==> config.mk <==
export PLATFORM = sky130hd
export DESIGN_NAME = alu_rs_unit
export DESIGN_NICKNAME = d
export VERILOG_FILES = /design/src/rtl/alu_rs_unit.sv
export SDC_FILE = /design/constraint.sdc
export NUM_CORES = 1
export LEC_CHECK = 0
export CORE_ASPECT_RATIO = 0.9
export CORE_MARGIN = 2
export CORE_UTILIZATION = 50
export CTS_BUF_LIST = sky130_fd_sc_hd__clkbuf_16
export DETAILED_ROUTE_END_ITERATION = 7
export PLACE_DENSITY = 0.71
export SKIP_CTS_REPAIR_TIMING = 1
export SLEW_MARGIN = 5
export SYNTH_ARGS = -nofsm -noshare
export SYNTH_HDL_FRONTEND = slang
export SYNTH_SLANG_ARGS = --single-unit
==> constraint.sdc <==
create_clock -name clock -period 11.77 [get_ports clock]
set_input_delay 2.354 -clock clock [delete_from_list [all_inputs] [get_ports clock]]
set_output_delay 2.354 -clock clock [all_outputs]
set_load 0.01 [all_outputs]
==> src/rtl/alu_rs_unit.sv <==
`default_nettype none
// ============================================================================
// Module   : alu_rs_unit
// Purpose  : Tomasulo integer ALU with NUM_RS reservation stations, CDB snoop,
//            EXEC_LAT-deep pipelined execute and CDB_rts/CDB_xmit transmit.
//            Optional macro ALU_SHIFT_EN enables opcodes 010 (sll) / 011 (sra).
// Revision : 1.0  initial release
// ============================================================================
module alu_rs_unit #(
    parameter int WIDTH    = 32,
    parameter int NUM_RS   = 3,
    parameter int TAG_W    = 6,
    parameter int TAG_BASE = 1,
    parameter int EXEC_LAT = 2
) (
    input  logic              clock,
    input  logic              reset,
    input  logic              issue,
    input  logic [5:0]        opcode,
    input  logic [WIDTH-1:0]  A,
    input  logic [WIDTH-1:0]  B,
    input  logic              A_invalid,
    input  logic              B_invalid,
    input  logic              CDB_in_write,
    input  logic [TAG_W-1:0]  CDB_in_source,
    input  logic [WIDTH-1:0]  CDB_in_data,
    input  logic              CDB_xmit,
    output logic [WIDTH-1:0]  CDB_data,
    output logic [TAG_W-1:0]  CDB_source,
    output logic              CDB_write,
    output logic              CDB_rts,
    output logic              available,
    output logic [NUM_RS-1:0] RS_available,
    output logic [NUM_RS-1:0] issued,
    output logic [NUM_RS-1:0] RS_executing,
    output logic              error
);

    localparam int IDX_W = (NUM_RS > 1) ? $clog2(NUM_RS) : 1;
`ifdef ALU_SHIFT_EN
    localparam int SH_W  = (WIDTH > 1) ? $clog2(WIDTH) : 1;
`endif

    localparam logic [2:0] S_FREE  = 3'd0;
    localparam logic [2:0] S_WAIT  = 3'd1;
    localparam logic [2:0] S_READY = 3'd2;
    localparam logic [2:0] S_EXEC  = 3'd3;
    localparam logic [2:0] S_DONE  = 3'd4;

    function automatic logic [WIDTH-1:0] f_alu(input logic [2:0] op,
                                               input logic [WIDTH-1:0] a,
                                               input logic [WIDTH-1:0] b);
        logic [WIDTH-1:0] r;
        r = '0;
        case (op)
            3'b000:  r = a + b;
            3'b001:  r = a - b;
            3'b100:  r = a | b;
            3'b101:  r = a & b;
            3'b110:  r = ~a;
            3'b111:  r = a ^ b;
`ifdef ALU_SHIFT_EN
            3'b010:  r = a << b[SH_W-1:0];
            3'b011:  r = WIDTH'($signed(a) >>> b[SH_W-1:0]);
`endif
            default: r = '0;
        endcase
        return r;
    endfunction

    // Station storage; while an operand is invalid its low TAG_W bits hold the producer tag
    logic [2:0]       r_state [NUM_RS];
    logic [2:0]       r_op    [NUM_RS];
    logic [WIDTH-1:0] r_a     [NUM_RS];
    logic [WIDTH-1:0] r_b     [NUM_RS];
    logic             r_a_inv [NUM_RS];
    logic             r_b_inv [NUM_RS];

    logic [2:0]       w_st_nxt  [NUM_RS];
    logic [2:0]       w_op_nxt  [NUM_RS];
    logic [WIDTH-1:0] w_a_nxt   [NUM_RS];
    logic [WIDTH-1:0] w_b_nxt   [NUM_RS];
    logic             w_ai_nxt  [NUM_RS];
    logic             w_bi_nxt  [NUM_RS];

    logic             r_pv   [EXEC_LAT];
    logic [IDX_W-1:0] r_pidx [EXEC_LAT];
    logic [WIDTH-1:0] r_pres [EXEC_LAT];

    logic [NUM_RS-1:0] r_issued;
    logic              r_error;

    logic              w_legal, w_avail, w_do_issue, w_found_free;
    logic [NUM_RS-1:0] w_alloc_oh, w_free;
    logic              w_start_any;
    logic [NUM_RS-1:0] w_start_oh;
    logic [IDX_W-1:0]  w_start_idx;
    logic [2:0]        w_sop;
    logic [WIDTH-1:0]  w_sa, w_sb;
    logic              w_a_byp, w_b_byp;
    logic              w_any_done, w_tx_found;
    logic [NUM_RS-1:0] w_tx_oh;
    logic              w_unused;

    assign w_unused = &{1'b0, opcode[5:3]};

    always_comb begin
        case (opcode[2:0])
`ifdef ALU_SHIFT_EN
            3'b010, 3'b011: w_legal = 1'b1;
`else
            3'b010, 3'b011: w_legal = 1'b0;
`endif
            default:        w_legal = 1'b1;
        endcase
    end

    // Priority selection: allocation, execute start and transmit all favour the lowest index
    always_comb begin
        w_free       = '0;
        w_alloc_oh   = '0;
        w_found_free = 1'b0;
        w_start_any  = 1'b0;
        w_start_oh   = '0;
        w_start_idx  = '0;
        w_sop        = '0;
        w_sa         = '0;
        w_sb         = '0;
        w_any_done   = 1'b0;
        w_tx_found   = 1'b0;
        w_tx_oh      = '0;
        for (int i = 0; i < NUM_RS; i++) begin
            w_free[i] = (r_state[i] == S_FREE);
            if (!w_found_free && r_state[i] == S_FREE) begin
                w_found_free  = 1'b1;
                w_alloc_oh[i] = 1'b1;
            end
            if (!w_start_any && r_state[i] == S_READY) begin
                w_start_any   = 1'b1;
                w_start_oh[i] = 1'b1;
                w_start_idx   = IDX_W'(i);
                w_sop         = r_op[i];
                w_sa          = r_a[i];
                w_sb          = r_b[i];
            end
            if (r_state[i] == S_DONE) begin
                w_any_done = 1'b1;
                if (!w_tx_found) begin
                    w_tx_found = 1'b1;
                    w_tx_oh[i] = CDB_xmit;
                end
            end
        end
        w_avail    = w_found_free;
        w_do_issue = issue && w_avail && w_legal;
        if (!w_do_issue)
            w_alloc_oh = '0;
    end

    assign w_a_byp = A_invalid && CDB_in_write && (CDB_in_source == A[TAG_W-1:0]);
    assign w_b_byp = B_invalid && CDB_in_write && (CDB_in_source == B[TAG_W-1:0]);

    // Next-state / next-data for every station
    always_comb begin
        for (int i = 0; i < NUM_RS; i++) begin
            w_st_nxt[i] = r_state[i];
            w_op_nxt[i] = r_op[i];
            w_a_nxt[i]  = r_a[i];
            w_b_nxt[i]  = r_b[i];
            w_ai_nxt[i] = r_a_inv[i];
            w_bi_nxt[i] = r_b_inv[i];
            case (r_state[i])
                S_FREE: if (w_alloc_oh[i]) begin
                    w_op_nxt[i] = opcode[2:0];
                    w_a_nxt[i]  = w_a_byp ? CDB_in_data : A;
                    w_b_nxt[i]  = w_b_byp ? CDB_in_data : B;
                    w_ai_nxt[i] = A_invalid && !w_a_byp;
                    w_bi_nxt[i] = B_invalid && !w_b_byp;
                    w_st_nxt[i] = (w_ai_nxt[i] || w_bi_nxt[i]) ? S_WAIT : S_READY;
                end
                S_WAIT: begin
                    if (r_a_inv[i] && CDB_in_write && CDB_in_source == r_a[i][TAG_W-1:0]) begin
                        w_a_nxt[i]  = CDB_in_data;
                        w_ai_nxt[i] = 1'b0;
                    end
                    if (r_b_inv[i] && CDB_in_write && CDB_in_source == r_b[i][TAG_W-1:0]) begin
                        w_b_nxt[i]  = CDB_in_data;
                        w_bi_nxt[i] = 1'b0;
                    end
                    if (!w_ai_nxt[i] && !w_bi_nxt[i])
                        w_st_nxt[i] = S_READY;
                end
                S_READY: if (w_start_oh[i]) w_st_nxt[i] = S_EXEC;
                S_EXEC: if (r_pv[EXEC_LAT-1] && r_pidx[EXEC_LAT-1] == IDX_W'(i)) begin
                    w_st_nxt[i] = S_DONE;
                    w_a_nxt[i]  = r_pres[EXEC_LAT-1];
                end
                S_DONE: if (w_tx_oh[i]) w_st_nxt[i] = S_FREE;
                default: w_st_nxt[i] = S_FREE;
            endcase
        end
    end

    always_ff @(posedge clock) begin
        if (reset) begin
            for (int i = 0; i < NUM_RS; i++) begin
                r_state[i] <= S_FREE;
                r_op[i]    <= '0;
                r_a[i]     <= '0;
                r_b[i]     <= '0;
                r_a_inv[i] <= 1'b0;
                r_b_inv[i] <= 1'b0;
            end
            for (int k = 0; k < EXEC_LAT; k++) begin
                r_pv[k]   <= 1'b0;
                r_pidx[k] <= '0;
                r_pres[k] <= '0;
            end
            r_issued <= '0;
            r_error  <= 1'b0;
        end else begin
            for (int i = 0; i < NUM_RS; i++) begin
                r_state[i] <= w_st_nxt[i];
                r_op[i]    <= w_op_nxt[i];
                r_a[i]     <= w_a_nxt[i];
                r_b[i]     <= w_b_nxt[i];
                r_a_inv[i] <= w_ai_nxt[i];
                r_b_inv[i] <= w_bi_nxt[i];
            end
            // The result is computed at start and carried down the pipe; DONE's result lives in r_a
            r_pv[0]   <= w_start_any;
            r_pidx[0] <= w_start_idx;
            r_pres[0] <= f_alu(w_sop, w_sa, w_sb);
            for (int k = 1; k < EXEC_LAT; k++) begin
                r_pv[k]   <= r_pv[k-1];
                r_pidx[k] <= r_pidx[k-1];
                r_pres[k] <= r_pres[k-1];
            end
            r_issued <= w_alloc_oh;
            r_error  <= issue && !(w_avail && w_legal);
        end
    end

    always_comb begin
        CDB_data     = '0;
        CDB_source   = '0;
        RS_executing = '0;
        for (int i = 0; i < NUM_RS; i++) begin
            RS_executing[i] = (r_state[i] == S_EXEC);
            if (w_tx_oh[i]) begin
                CDB_data   = r_a[i];
                CDB_source = TAG_W'(TAG_BASE + i);
            end
        end
        CDB_rts      = w_any_done;
        CDB_write    = |w_tx_oh;
        available    = w_avail;
        RS_available = w_free;
        issued       = r_issued;
        error        = r_error;
    end

endmodule
`default_nettype wire

# After elaboration in Yosys (flattened, before gate mapping)
# Memories as Yosys holds them, arrays and structs flattened.
# Cells that the tools add are included.
[word_totals] elab_cells=261 mem_count=9 out_inout_bits=51 inputBits=115 register_bits=4 mem_bits_rw=286
[classes] bitwise_logic=28 addsub=2 n_eq_ne=29 n_reduce_logical=53 muxes=138
[mem_list] memory="r_a" depth=3 word_bits=32 rd=3 rd_clocked_by_memory_dff=0 wr=3 line="74" source="logic [WIDTH-1:0] r_a [NUM_RS];"
[mem_list] memory="r_b" depth=3 word_bits=32 rd=3 rd_clocked_by_memory_dff=0 wr=3 line="75" source="logic [WIDTH-1:0] r_b [NUM_RS];"
[mem_list] memory="r_pres" depth=2 word_bits=32 rd=2 rd_clocked_by_memory_dff=0 wr=2 line="88" source="logic [WIDTH-1:0] r_pres [EXEC_LAT];"
[mem_list] memory="r_op" depth=3 word_bits=3 rd=3 rd_clocked_by_memory_dff=0 wr=3 line="73" source="logic [2:0] r_op [NUM_RS];"
[mem_list] memory="r_state" depth=3 word_bits=3 rd=3 rd_clocked_by_memory_dff=0 wr=3 line="72" source="logic [2:0] r_state [NUM_RS];"
[mem_list] memory="r_pidx" depth=2 word_bits=2 rd=2 rd_clocked_by_memory_dff=0 wr=2 line="87" source="logic [IDX_W-1:0] r_pidx [EXEC_LAT];"
[mem_list] memory="3 more memories"
[op_table] cell="$mux 32" count=35
[op_table] cell="$pmux 32 s3" count=3
[op_table] cell="$pmux 32 s2" count=3
[op_table] cell="$pmux 32 s6" count=1
[op_table] cell="$mux 3" count=31
[op_table] cell="$mux 1" count=50
[op_table] cell="$eq 6x6->1" count=8
[op_table] cell="$pmux 3 s5" count=3
[op_table] cell="$add 32x32->32" count=1
[op_table] cell="$and 32x32->32" count=1
[op_table] cell="$logic_and 1x1->1" count=32
[op_table] cell="$not 32->32" count=1
[op_table] cell="$or 32x32->32" count=1
[op_table] cell="$sub 32x32->32" count=1
[op_table] cell="$xor 32x32->32" count=1
[op_table] cell="$eq 3x2->1 const B" count=8
[op_table] cell="$or 1x1->1" count=24
[op_table] cell="$eq 3x3->1 const B" count=7
[op_table] cell="$logic_not 1->1" count=13
[op_table] cell="$eq 3x1->1 const B" count=4
[op_table] cell="$logic_not 3->1" count=4
[op_table] cell="$mux 6" count=2
[op_table] cell="$pmux 1 s2" count=6
[op_table] cell="$mux 2" count=4
[op_table] cell="6 further kinds" count=6

# Logic depth before layout (Yosys ltp)
# Gate-level depths: netlist (run 1).
# An unclocked memory read counts as a cell.
[depth] depth_word=15 ltp_mapped=26 mapped_depth_nobuf=22

# Worst setup path before layout (run 1)
# Ideal clock, no wire load.
[synth_timing] kind="reg-to-reg" from="memory r_state[0][1]" to="memory r_pres[0][31]" stages_incl_launch_ff=26 path_buffers=5 setup_time_ps=136 arrival_time_ps=5627 synth_period_minus_slack_ps=5764 required_ps=11634 slack_ps=6006 path_cell_list="dfxtp_1 -> buf_4 -> or3b_1 -> buf_6 -> buf_6 -> buf_2 -> buf_2 -> o2bb2ai_1 -> ha_1 -> nand2_1 -> or3_4 -> or2_4 -> or4_4 -> nor3_1 -> nor2_1 -> xnor2_1 -> ha_1 -> nand4_1 -> or3_1 -> nor4_1 -> a21oi_1 -> o21ai_0 -> a2111oi_0 -> o41ai_1 -> xnor2_1 -> o22ai_1"
[synth_lines] element="from (decl)" line="72"
[synth_lines] element="to (decl)" line="88"

==> results of run 1 <==
## power breakdown
part           total, uW  internal (uW)  leakage [uW]  switching [uW]
Clock               1060            628      0.000548             434
Combinational       3440           1230       0.00621            2220
Sequential          1430           1240       0.00237             191
## final timing paths
check             slack (ns)            end          start
hold reg to reg         0.43  r_pres[0][36]   r_pres[0][4]
setup reg to reg        4.62  r_pres[0][31]  r_state[0][4]
hold / removal          0.43  r_pres[0][36]   r_pres[0][4]
setup / recovery        4.62  r_pres[0][31]  r_state[0][4]
## sequential cells by signal (all words and copies together) (netlist names)
| signal | flops |
|---|---|
| error | 1 |
| issued | 3 |
| r_a | 96 |
| r_a_inv | 3 |
| r_b | 96 |
| r_b_inv | 3 |
| r_op | 9 |
| r_pidx | 4 |
| r_pres | 64 |
| r_pv | 2 |
| r_state | 9 |
## layout by cell type, fill, tap and decap left out, types with 5 or more instances in the layout
cell               n
nor2_1           422
dfxtp_1          290
a21oi_1          289
nand2_1          212
clkdlybuf4s50_1  157
nor3_1           121
o22ai_1          116
inv_1            110
ha_1              96
o21ai_0           86
xnor2_1           80
a211oi_1          69
nand3_1           48
o211ai_1          46
mux2i_1           44
nor2b_1           41
clkbuf_16         35
buf_4             34
a221o_1           33
a222oi_1          32
xor2_1            26
a22oi_1           15
nand2b_1          15
a31oi_1           15
a21o_1            12
a32oi_1           11
a221oi_1          10
nand4_1           10
clkinv_1          10
a31o_2             9
o2bb2ai_1          8
and3_1             8
and2_1             8
o21a_1             7
or2_2              7
a41oi_1            6
clkinv_2           5
## layout make-up
cell class              instances  area, um2
flip-flops and latches        290       5810
multi-input cells            1979      11900
well taps                     483        604
repair buffers                192       1840
inverters                     107        402
clock inverters                26        226
fillers                      3441      15600
clock buffers                  35        876
## synth_stat cells, types with 32 or more instances
cell type / n / share of area [%]
nor2_1: 425 / 8.4
a21oi_1: 290 / 7.7
dfxtp_1: 290 / 31
nand2_1: 215 / 4.3
clkbuf_1: 181 / 3.6
nor3_1: 121 / 3.2
o22ai_1: 116 / 3.8
inv_1: 107 / 2.1
ha_1: 96 / 6.3
o21ai_0: 86 / 2.3
xnor2_1: 80 / 3.7
a211oi_1: 69 / 2.7
nand3_1: 48 / 1.3
o211ai_1: 46 / 1.8
mux2i_1: 44 / 2.3
nor2b_1: 41 / 1.4
a221o_1: 33 / 1.7
a222oi_1: 32 / 1.7
## cell families after synthesis
logic type | Yosys count | synth area share [%]
and+or+nand+nor | 929 | 21.5
AOI/OAI and AO/OA | 799 | 27.3
buffers and inverters | 328 | 6.83
DFF | 290 | 30.6
xor gates and xnor gates | 106 | 4.90
adders and majority gates | 97 | 6.44
muxes | 44 | 2.32
other | 1 | 0.0198
## metal layers
layer	global-route usage, %	up-vias
li1	-	9232
met1	42.7	9387
met2	55.9	1126
met3	4.47	227
met4	23.5	0
met5	0	-
## stage by stage
step	util (%)	power [uW]	cell area, um2	setup slack, ns
2_1_floorplan	-	3880	19000	6.01
3_3_place_gp	55.2	4720	20600	4.69
3_5_place_dp	55.2	4790	20600	4.70
4_1_cts	58.2	5870	21700	4.68
5_1_grt	58.2	6330	21700	4.10
6_report	58.2	5940	21700	4.62
## worst max-delay path, stage by stage, from the launching register on
cell and delay [ns]:
dfxtp_1 0.52, nor3b_4 0.23, buf_4 0.43, buf_4 0.58
nand2_1 0.21, a31oi_4 0.21, buf_4 0.55, nor2_1 0.08
buf_4 0.24, nand2_1 0.60, o21ai_0 0.27, xnor2_1 0.19
ha_1 0.44, nand4_1 0.15, or3_1 0.35, nor4_1 0.30
a21oi_1 0.14, o21ai_0 0.43, a2111oi_0 0.28, o41ai_1 0.49
xnor2_1 0.17, o22ai_1 0.08
==> impl_results.md, run 1 <==
- Status: finished, violations left
- Failing checks: DRC
- CTS tree: built
- Crit Path Class: flop to flop
- Nets: 2817
- Nature of the critical path endpoint: flop
- Critical Path Start Type: flop
- Max-cap violation count: 0
- Worst-path maximum fanout: between 60 and 70
- Clock Sinks: a little under 300
- Final Skew: 0.0111 ns
- Worst min path class: flop to flop
- First-pass GRT wire length: 107000 um
- Initial antenna violation count: 0
- Die area: about 0.04 mm2
- #FFs+latches synth: 290
- GPL Wtd Cong: between 0.9 and 1
- Pwr/cell area: roughly 270 mW/mm2
- DIE HEIGHT: between 150 and 200 um
- Synth unique cells: a little over 70
- Worst path required time: about 12 ns
- Seq/Total Area, Yosys: a little under a third
- Antenna cells: 0
- Final period util: between 60 and 70%
- Syn-to-layout area delta: 14.5%
- Mapped Area: 0.0190 mm2
- H-tree levels: 2
- Hpwl dp: approximately 46000 um
- Final setup viols: 0
- Max clock buf depth: 3
- Vias: around 20000
- Top FF cell, synth: dfxtp_1
- Leak: between 0.009 and 0.01 uW
- Achievable Freq: around 140 MHz
- Arr. time, crit path: 7.53 ns
- Gr ovfl total: 0
- Global-route usage over all layers: 34.4%
- Skew-Pair Late Insertion Delay: roughly 0.52 ns
- CTS buffer count: 35
- Final Hold Fails: 0
- Routed length per placed instance: around 22 um
- Slew Limit Fails: 0
- Peak supply drop: 168 uV
- Wl on met1: 27100 um
- Row count: 67
- Yosys warnings: 0
- Vias in the first global route: approximately 19000
- Final TNS setup: 0 ns
- Post-synth EDFFs: 0
- # DRC: 2
- Max-slew headroom: around 31%
- Top Metal Used: met4
- Mean Syn Cell Area: approximately 7.3 um2
- Worst Tran Pin Value: between 1 and 1.5 ns
- Met2 WL: 31500 um
- Min-Delay Path Depth: 1
- Root Driver: clkbuf_16
- Hold Worst Slack: roughly 0.43 ns
- Min Clock Period, post-route: 7.15 ns
- Initial drt markers: around 2300
- Cell Count, Final, Fillers Out: around 3100
- Pre-Repair DR Iteration Count: 8
- Die width: ~210 um
- Final Routed Wirelength: 69800 um
- RSZ-0062 raised after global routing: no
- Syn Inst Count: ~2600
- Boundary pin count: around 170
- Post-synth ARST share: 0%
- Largest net degree at the start of global routing: about 120
- FF-to-FF path depth: 21
- Initial core utilization: between 50% and 60%
- Share of cells above drive strength 1: around 5%
- Clk pin slew, worst setup/hold paths: 0.06 ns
- DP Cell Count: 3051
- Vias/cell: roughly 6.4
- Core ar.: between 0.03 and 0.04 mm2
- Final ANT Viol Nets: 0
- PortBufs: 158
- Metal3 WL: about 6100 um
No activity file was read; power rests on OpenSTA's default activity.
==> inputs of run 2 (changes only) <==
--- a/config.mk
+++ b/config.mk
@@ -10,7 +10,7 @@
 export CORE_UTILIZATION = 50
 export CTS_BUF_LIST = sky130_fd_sc_hd__clkbuf_16
 export DETAILED_ROUTE_END_ITERATION = 7
-export PLACE_DENSITY = 0.71
+export PLACE_DENSITY = 0.73
 export SKIP_CTS_REPAIR_TIMING = 1
 export SLEW_MARGIN = 5
 export SYNTH_ARGS = -nofsm -noshare
==> constraint.sdc (replaced) <==
create_clock -name clock -period 5.9 [get_ports clock]
set_input_delay 1.18 -clock clock [delete_from_list [all_inputs] [get_ports clock]]
set_output_delay 1.18 -clock clock [all_outputs]
set_load 0.01 [all_outputs]
==> run 2 against run 1 <==
Against the previous run: the flow still finishes with violations (DRC); die area stayed put; total power grew 100%; fmax is 28% higher; first-iteration DRC count grew 4.6%; critical path depth unchanged; clock-buffer cell count unchanged; flip-flop and latch count unchanged; non-clock buffer count up 42; worst hold slack worse by 0.00059 ns; highest routed layer unchanged.
==> impl_results.md, run 2 (synthesis results as in run 1) <==
- First-pass GRT wire length: 108000 um
- CTS buffer count: 34
- Commonest non-fill, non-tap cell in the layout: nor2_1
- Worst-path maximum fanout: 7
- Final Hold Fails: 0
- Initial drt markers: roughly 2400
- Hpwl dp: around 47000 um
- Status: finished, violations left
- Root Driver: clkbuf_16
- Hold_sp: r_pres[0][5]
- Final Routed Wirelength: around 70000 um
- Worst path required time: around 6.3 ns
- Clock Sinks: 290
- Final Skew: between 0.02 and 0.025 ns
- Worst Tran Pin Value: approximately 0.98 ns
- Peak supply drop: roughly 240 uV
- Critical Path Start Type: flop
- Top flop regs: r_a: 96 flops, r_b: 96 flops, r_pres: 64 flops
- Worst R2R Start: r_state[0][1]
- Share of cells above drive strength 1: 6.59%
- Max-slew headroom: 34.0%
- Pwr/cell area: about 540 mW/mm2
- FILL cells: about 3400
- Area post-placement: between 0.02 and 0.025 mm2
- Initial core utilization: about 51%
- Routed length per placed instance: 22.1 um
- Vias/cell: 6.39
- CP Buf/Inv Count: 2
- Final period util: a little over nine tenths
- Skew-Pair Late Insertion Delay: 0.53 ns
- Row count: 67
- FF-to-FF path depth: 21
- Slowest library cell on the worst path: or3b_2
- Setup ws final: around 0.3 ns
- Vias: 20100
- Antenna cells: 0
- Final setup viols: 0
- Pre-Repair DR Iteration Count: 8
- Clk pin slew, worst setup/hold paths: 0.06 ns
- Nature of the critical path endpoint: flop
- Core ar.: between 0.03 and 0.04 mm2
- R2R Setup Slk: between 0.3 and 0.4 ns
- H-tree levels: 2
- Failing checks: DRC
- GPL Wtd Cong: just under 1
- Syn-to-layout area delta: 16.3%
- Leak: about 0.0094 uW
- Slew Limit Fails: 0
- Crit-path cells: or3b_2 -> buf_4 -> o2bb2ai_4 -> nand4_4 -> or3_4 -> or2_4 -> or4_4 -> nor3_1 -> nor2_1 -> xnor2_1 -> ha_1 -> nand2_1 -> or3_1 -> nor4_1 -> a21oi_1 -> o21ai_0 -> buf_4 -> a2111oi_4 -> o41ai_2 -> xnor2_1 -> o22ai_1
- Die area: 0.0395 mm2
- Vias in the first global route: approximately 19000
- Post-layout util: between 50% and 60%
- Min Clock Period, post-route: around 5.6 ns
- Die width: ~210 um
- Fin area: ~0.022 mm2
- Max clock buf depth: 3
- Boundary pin count: around 170
- Achievable Freq: 179 MHz
- Pre-CTS setup slack: between 0.06 and 0.07 ns
- Nets: roughly 2900
- PortBufs: 158
- Min-Delay Path Depth: 1
- Reg2reg end: r_pres[0][31]
- Largest net degree at the start of global routing: 90
- # DRC: 19
- Initial antenna violation count: 0
- DIE HEIGHT: 189 um
- Crit Path Class: flop to flop
- Hold Path End: r_pres[0][37]
- Most frequent cells in the layout: 422 x nor2_1, 290 x dfxtp_1, 289 x a21oi_1, 212 x nand2_1, 157 x clkdlybuf4s50_1
- Arr. time, crit path: between 5 and 6 ns
- Global-route usage over all layers: between 30% and 40%
- Delay-heaviest family, CP: simple AND/OR/NAND/NOR gates
- Crit path largest cell delay: about 0.57 ns
- Gr ovfl total: 0
- Worst min path class: flop to flop
- Total Power: between 10000 and 15000 uW
- Final ANT Viol Nets: 0
- CTS tree: built
- Max-cap violation count: 0
-- run 2: how the worst max path moves through the flow --
| stage | to | slack, ns | depth (start not counted) | from |
|---|---|---|---|---|
| 6_report | r_pres[0][31] | 0.30 | 21 | r_state[0][1] |
| 5_1_grt | r_pres[0][31] | -0.03 | 21 | r_state[0][1] |
| 4_1_cts | r_pres[0][31] | -0.004 | 22 | r_state[0][1] |
| 3_5_place_dp | r_pres[0][31] | 0.07 | 22 | r_state[0][1] |
| 3_3_place_gp | r_pres[0][31] | 0.18 | 22 | r_state[0][2] |
| 2_1_floorplan | r_pres[0][31] | 0.14 | 25 | r_state[0][1] |
-- run 2: power by group --
group	switching, uW	total [uW]	internal, uW
Combinational	4480	7080	2590
Clock	859	2060	1200
Sequential	353	2830	2480
Total	5690	12000	6270
-- run 2: cell type report --
cell class | count | area [um2] | share of cell area (%)
clock inverter | 24 | 181 | 0.823
timing repair buffer | 234 | 2190 | 9.95
clock buffer | 35 | 876 | 3.97
inverter | 107 | 402 | 1.82
sequential | 290 | 5810 | 26.3
multi-input combinational | 1979 | 12000 | 54.4
tap | 483 | 604 | 2.74
-- run 2: layer usage --
| layer | track usage [%] | part of all wire [%] | up-vias | wire length (um) |
|---|---|---|---|---|
| met4 | 22.8 | 7.2 | 0 | 5030 |
| li1 | - | - | 9329 | - |
| met5 | 0 | 0 | - | 0 |
| met3 | 4.68 | 8.6 | 231 | 6000 |
| met1 | 43.6 | 39 | 9477 | 27400 |
| met2 | 55.4 | 45 | 1104 | 31300 |
-- run 2: through the flow --
step / TNS [ns] / instances / hold slack [ns]
after floorplan: 0 / 2597 / 0.414
after global placement: 0 / 3093 / 0.420
after detailed placement: 0 / 3093 / 0.420
after CTS: -0.00374 / 3152 / 0.433
after global routing: -0.0274 / 3152 / 0.452
final: 0 / 3152 / 0.433
